$ cat config.mk
export PLATFORM = sky130hd
export DESIGN_NAME = dac_sweep_gen
export DESIGN_NICKNAME = d
export VERILOG_FILES = /design/src/rtl/dac_sweep_gen.sv
export SDC_FILE = /design/constraint.sdc
export NUM_CORES = 1
export LEC_CHECK = 0
export BUFFER_PORTS_ARGS = -buffer_cell sky130_fd_sc_hd__buf_2
export CAP_MARGIN = 20
export CORE_MARGIN = 2
export CORE_UTILIZATION = 45
export DETAILED_ROUTE_END_ITERATION = 7
export RECOVER_POWER = 25
export SLEW_MARGIN = 40
export SYNTH_ARGS = -nofsm -noshare
export SYNTH_HDL_FRONTEND = slang
export SYNTH_SLANG_ARGS = --single-unit
$ cat constraint.sdc
create_clock -name clk_i -period 5.15 [get_ports clk_i]
set_input_delay 0.515 -clock clk_i [delete_from_list [all_inputs] [get_ports clk_i]]
set_output_delay 0.515 -clock clk_i [all_outputs]
set_load 0.03 [all_outputs]
$ cat src/rtl/dac_sweep_gen.sv
// dac_sweep_gen
//   Programmable DAC code sweep generator. Each start walks the code between
//   lo and hi (inclusive) in steps of step, in one of four modes:
//     00 single up, 01 single down, 10 triangle (continuous),
//     11 sawtooth (continuous).
//   Every code is offered to the DAC driver with a valid/ready handshake. Once
//   a code is accepted, the generator holds for dwell extra cycles before it
//   computes the next code. stop_i aborts the sweep from any active state.
//
// Ports
//   clk_i, rst_i       clock, asynchronous active-high reset
//   start_i            start a sweep (sampled in IDLE only; stop_i wins)
//   stop_i             abort the active sweep
//   mode_i, step_i     sweep mode and code increment (0 is treated as 1)
//   lo_i, hi_i         inclusive code limits (lo > hi flags cfg_err_o)
//   dwell_i            extra hold cycles after each accepted code
//   code_o             current DAC code (holds its last value in IDLE)
//   code_valid_o       code_o is offered; code_ready_i accepts it
//   busy_o             sweep active (any state other than IDLE)
//   dir_o              0 ascending, 1 descending
//   done_o             one-cycle pulse when the sweep ends or is aborted
//   cfg_err_o          pulses with done_o when started with lo > hi
module dac_sweep_gen #(
  parameter int WIDTH   = 12,
  parameter int DWELL_W = 16
) (
  input  logic               clk_i,
  input  logic               rst_i,
  input  logic               start_i,
  input  logic               stop_i,
  input  logic [1:0]         mode_i,
  input  logic [WIDTH-1:0]   step_i,
  input  logic [WIDTH-1:0]   lo_i,
  input  logic [WIDTH-1:0]   hi_i,
  input  logic [DWELL_W-1:0] dwell_i,
  output logic [WIDTH-1:0]   code_o,
  output logic               code_valid_o,
  input  logic               code_ready_i,
  output logic               busy_o,
  output logic               dir_o,
  output logic               done_o,
  output logic               cfg_err_o
);

  localparam logic [1:0] M_UP   = 2'b00;
  localparam logic [1:0] M_DOWN = 2'b01;
  localparam logic [1:0] M_TRI  = 2'b10;
  localparam logic [1:0] M_SAW  = 2'b11;

  typedef enum logic [1:0] {S_IDLE, S_EMIT, S_DWELL, S_FINISH} state_t;

  state_t             state;
  logic [1:0]         mode_r;
  logic [WIDTH-1:0]   step_r, lo_r, hi_r;
  logic [DWELL_W-1:0] dwell_r, cnt;

  // Next-code computation from the current code and direction.
  logic [WIDTH:0]     up_sum;
  logic [WIDTH-1:0]   up_next, dn_next, nxt_code;
  logic               nxt_dir, sweep_end;

  always_comb begin
    // One extra bit on the sum so c+step near the top cannot wrap.
    up_sum  = {1'b0, code_o} + {1'b0, step_r};
    up_next = (up_sum > {1'b0, hi_r}) ? hi_r : up_sum[WIDTH-1:0];
    // code_o never drops below lo_r, so the difference cannot underflow.
    dn_next = ((code_o - lo_r) < step_r) ? lo_r : (code_o - step_r);

    nxt_code  = code_o;
    nxt_dir   = dir_o;
    sweep_end = 1'b0;
    if (!dir_o) begin
      if (code_o == hi_r) begin
        case (mode_r)
          M_TRI: begin
            nxt_dir  = 1'b1;
            nxt_code = dn_next;
          end
          M_SAW:   nxt_code  = lo_r;
          default: sweep_end = 1'b1;
        endcase
      end else begin
        nxt_code = up_next;
      end
    end else begin
      if (code_o == lo_r) begin
        case (mode_r)
          M_TRI: begin
            nxt_dir  = 1'b0;
            nxt_code = up_next;
          end
          default: sweep_end = 1'b1;
        endcase
      end else begin
        nxt_code = dn_next;
      end
    end
  end

  always_ff @(posedge clk_i or posedge rst_i) begin
    if (rst_i) begin
      state        <= S_IDLE;
      mode_r       <= '0;
      step_r       <= '0;
      lo_r         <= '0;
      hi_r         <= '0;
      dwell_r      <= '0;
      cnt          <= '0;
      code_o       <= '0;
      code_valid_o <= 1'b0;
      busy_o       <= 1'b0;
      dir_o        <= 1'b0;
      done_o       <= 1'b0;
      cfg_err_o    <= 1'b0;
    end else begin
      done_o    <= 1'b0;
      cfg_err_o <= 1'b0;
      case (state)
        S_IDLE: begin
          if (start_i && !stop_i) begin
            mode_r  <= mode_i;
            step_r  <= (step_i == '0) ? WIDTH'(1) : step_i;
            lo_r    <= lo_i;
            hi_r    <= hi_i;
            dwell_r <= dwell_i;
            busy_o  <= 1'b1;
            if (lo_i > hi_i) begin
              // Bad limits: report and finish without emitting anything.
              done_o    <= 1'b1;
              cfg_err_o <= 1'b1;
              state     <= S_FINISH;
            end else begin
              code_o       <= (mode_i == M_DOWN) ? hi_i : lo_i;
              dir_o        <= (mode_i == M_DOWN);
              code_valid_o <= 1'b1;
              state        <= S_EMIT;
            end
          end
        end
        S_EMIT: begin
          // Abort wins over a same-cycle handshake.
          if (stop_i) begin
            code_valid_o <= 1'b0;
            done_o       <= 1'b1;
            state        <= S_FINISH;
          end else if (code_ready_i) begin
            code_valid_o <= 1'b0;
            cnt          <= dwell_r;
            state        <= S_DWELL;
          end
        end
        S_DWELL: begin
          if (stop_i) begin
            done_o <= 1'b1;
            state  <= S_FINISH;
          end else if (cnt != '0) begin
            cnt <= cnt - DWELL_W'(1);
          end else if (sweep_end) begin
            done_o <= 1'b1;
            state  <= S_FINISH;
          end else begin
            code_o       <= nxt_code;
            dir_o        <= nxt_dir;
            code_valid_o <= 1'b1;
            state        <= S_EMIT;
          end
        end
        S_FINISH: begin
          // done_o was raised on entry; stop_i has nothing left to abort.
          busy_o <= 1'b0;
          state  <= S_IDLE;
        end
        default: state <= S_IDLE;
      endcase
    end
  end

endmodule

==> out/summary.log <==
INFO  status         run_status=finished, violations left
INFO  status         violations=max-capacitance violations, max-slew violations
INFO  placed_design  dp.cells=1146
INFO  global_routing wire_length_of_the_first_global_routing_pass=34400µm
INFO  worst_setup_path worstSetupEndpointType=flop
INFO  timing         finalWorstPathRequiredPeriod=4.72ns
INFO  detailed_routing drt-met1-wl=9850µm
INFO  worst_setup_path cp_slowest_cell=sky130_fd_sc_hd__dfrtp_1
INFO  yosys          post_synth_instance_area=7330µm²
INFO  worst_setup_path most_common_cell_on_crit_path=sky130_fd_sc_hd__a21oi_1
INFO  detailed_routing maxUsedRoutingLayer=met4
INFO  cts            number_of_buffers_inserted_during_clock_tree_synthesis=9
INFO  cts            cts.reportedPaths.clkPinSlew=0.08ns
INFO  timing         slew_headroom=-63.1%
INFO  final_layout   antenna-diode-count=0
INFO  timing         grt_setup_unrepaired=false
INFO  detailed_routing remaining_drc_errors=0
INFO  yosys          post_synth_inst_count=887
INFO  worst_setup_path reg2reg_setup_slack=0.43ns
INFO  yosys          synth_ff_type=sky130_fd_sc_hd__dfrtp_1
INFO  timing         max_freq=212MHz
INFO  cts            post_cts.repair.setup_buffers=0
INFO  placed_design  port_buffers=75
INFO  yosys          async_set_or_reset_flop_fraction_in_the_synthesized_netlist=100%
INFO  detailed_routing met3RoutedLength=744µm
INFO  detailed_routing postRouteWirelength=20800µm
INFO  worst_setup_path worstPathArrival=4.93ns
INFO  die            dieWidth=132µm
INFO  hold_path      holdCritPathClass=in -> reg
INFO  cts            library_cell_used_as_clock_root_buffer=sky130_fd_sc_hd__clkbuf_16
INFO  global_routing grt_max_degree=53
INFO  detailed_routing detailedRoute.firstIterationViolations=427
INFO  timing         setup_viol=0
INFO  global_routing grt_antenna_before_repair=0
INFO  cts            cts_tree=yes
INFO  detailed_routing routed_wire_length_per_instance=17.9µm
INFO  yosys          yosys.area.top_type_share=30.4%
INFO  final_layout   layout.nets=1073
INFO  timing         skew=0.0134ns
INFO  timing         final_max_slew_viol_count=53
INFO  global_routing overflow=0
INFO  timing         final_hold_viol_count=0
INFO  yosys          netlist.top_cell.by_area=sky130_fd_sc_hd__dfrtp_1
INFO  die            ios=76
INFO  worst_setup_path critPathMaxFanout=14
INFO  final_layout   syn_to_layout_area_delta=12.3%
INFO  worst_setup_path timing_worst_setup_path_type=reg -> reg
INFO  yosys          yosysSeqAreaShare=30.4%
INFO  placed_design  placed_area=7900µm²
INFO  worst_setup_path worst_setup_path_start_kind=flop
INFO  yosys          net_count_of_the_mapped_netlist=1019
INFO  cts            clock_latency=0.36ns
INFO  detailed_routing drt_pre_antenna_iters=5
INFO  placed_design  placed_wire_length_estimate_after_detailed_placement=16400µm
INFO  worst_setup_path crit_path_cell_trace=inv_1, ha_1, inv_1, fa_1, a21o_1, a21oi_1, o21bai_1, a21oi_1, o21bai_1, a21oi_1, nor3_1, a311o_1, ha_1, a21o_1, a21oi_1, nand2_1, a41o_1, nand3_1, o32ai_1, o31ai_1, o21ai_1
INFO  cts            htree_levels=3
INFO  detailed_routing wl_met2=9980µm
INFO  die            start_util=46.1%
INFO  yosys          netlist_top_cells_area=sky130_fd_sc_hd__dfrtp_1, sky130_fd_sc_hd__ha_1, sky130_fd_sc_hd__o21ai_0
INFO  cts            clk_path_buf_depth=2
INFO  yosys          postSynthRegisterBits=89
INFO  placed_design  finalWeightedCongestion=0.926
INFO  detailed_routing vias_per_cell=5.61
INFO  yosys          synth_edf_count=0
INFO  final_layout   nFillCells=1627
INFO  worst_setup_path critical_path.max_stage_delay=0.45ns
INFO  run            maxCapViolCount=1
INFO  detailed_routing vias=6523
INFO  yosys          number_of_library_cell_types_mapped_by_synthesis=74
INFO  cts            cts.repair.resized=0
INFO  cts            holdBufCountCts=0
INFO  final_layout   layoutNonFillerInstCount=1162
INFO  worst_setup_path required=5.36ns
INFO  die            placeable_core_area=15900µm²
INFO  cts            clock-sinks=89
INFO  die            standard_cell_rows=46
INFO  yosys          yosysWarningCount=0
INFO  final_layout   final_layout_size_suffix_gt1_share=15.0%
INFO  yosys          post_synth.cell_area_avg=8.26µm²
INFO  timing         period_share=91.6%
INFO  die            die-area=17300µm²
INFO  global_routing first_global_vias=6552
INFO  final_layout   layout.cell_area.non_filler=8230µm²
INFO  detailed_routing antenna_left=0
INFO  timing         timing.setup.tns=0ns
INFO  timing         tightestPinTransition=2.43ns
INFO  die            die_h=132µm
INFO  global_routing all_layer_global_routing_usage=24.9%
==> per-stage QoR <==
step | worst slack, ns | util (%) | hold WS (ns)
2_1_floorplan | 0.742 | - | 0.441
3_3_place_gp | 0.543 | 49.5 | 0.456
3_5_place_dp | 0.461 | 49.8 | 0.462
4_1_cts | 0.433 | 51.8 | 0.191
5_1_grt | 0.0632 | 51.8 | 0.375
6_report | 0.432 | 51.8 | 0.370
==> metal layers <==
| layer | vias up | GRT usage, % |
|---|---|---|
| li1 | 3274 | - |
| met1 | 3110 | 33.5 |
| met2 | 123 | 42.5 |
| met3 | 16 | 4.32 |
| met4 | 0 | 4.47 |
| met5 | - | 0 |
==> state kept, by name, summed over array words and instances, names as in the netlist, 2 cells and up <==
signal and count:
code_o 12, cnt 16, state 2, hi_r 12
lo_r 12, dwell_r 16, step_r 12, mode_r 2
==> path summary, 6_finish.rpt <==
check                           startpoint    endpoint  cells past startpoint
min in group asynchronous            rst_i  dwell_r[1]                      2
worst max-delay path             code_o[0]   code_o[7]                     21
worst max register to register   code_o[0]   code_o[7]                     21
worst min-delay path             step_i[5]   step_r[5]                      3
max in group asynchronous            rst_i   step_r[9]                      3
worst min register to register     cnt[11]     cnt[11]                      2
==> worst max-delay path: cells and delay by family (launching register included) <==
| kind | cells | cell delay, ns |
|---|---|---|
| simple gates | 3 | 0.48 |
| flops | 1 | 0.45 |
| compound gates | 13 | 2.59 |
| buf+inv | 2 | 0.18 |
| fa+ha+maj | 3 | 0.86 |
==> area by class of cell <==
type                    instances  area (µm²)  area share, %
inverters                      69         260           3.16
multi-input cells             688        4700           57.1
clock inverters                 7        95.1           1.16
repair buffers                 84         455           5.53
flip-flops and latches         89        2230           27.1
well taps                     216         270           3.28
clock buffers                   9         225           2.74
==> kinds of logic after synthesis <==
family	Yosys count	synth area share, %
adders and majority gates	73	12.8
buffers and inverters	110	5.99
DFF	89	30.4
and+or+nand+nor	293	20.0
muxes	32	4.80
xor gates and xnor gates	37	4.42
AOI/OAI and AO/OA	253	21.6
==> cell usage after synthesis, drive strengths merged (10+ instances only) <==
cell type and instances:
ha 70, mux2 22, nand2 96, nand2b 16, mux2i 10, nor3 24
inv 69, nand3 31, nor2 54, o21ai 96, buf 10, xnor2 28
nor2b 12, clkbuf 31, nand4 12, a21o 10, a21oi 66, dfrtp 89
==> cells in the final DEF, fill, tap and decap left out, types with 7 or more instances in the layout <==
master                       n
sky130_fd_sc_hd__inv_1      68
sky130_fd_sc_hd__mux2i_1    10
sky130_fd_sc_hd__xor2_1      9
sky130_fd_sc_hd__and2_1      7
sky130_fd_sc_hd__o21ai_0    79
sky130_fd_sc_hd__nand4_1    12
sky130_fd_sc_hd__xnor2_1    28
sky130_fd_sc_hd__a21o_1     10
sky130_fd_sc_hd__o211ai_1    9
sky130_fd_sc_hd__nor3_1     21
sky130_fd_sc_hd__nor2b_1    11
sky130_fd_sc_hd__mux2_2     20
sky130_fd_sc_hd__nor2_1     54
sky130_fd_sc_hd__nand2b_1   16
sky130_fd_sc_hd__dfrtp_1    89
sky130_fd_sc_hd__buf_4       8
sky130_fd_sc_hd__buf_2      75
sky130_fd_sc_hd__a21oi_1    66
sky130_fd_sc_hd__o21ai_1    15
sky130_fd_sc_hd__clkbuf_16   9
sky130_fd_sc_hd__nand3_1    31
sky130_fd_sc_hd__ha_1       70
sky130_fd_sc_hd__a211oi_1    9
sky130_fd_sc_hd__nand2_1    95
Power is left out: the tool's default activity adds up to more than one toggle a clock period on the data nets, which glitch-free logic cannot reach.
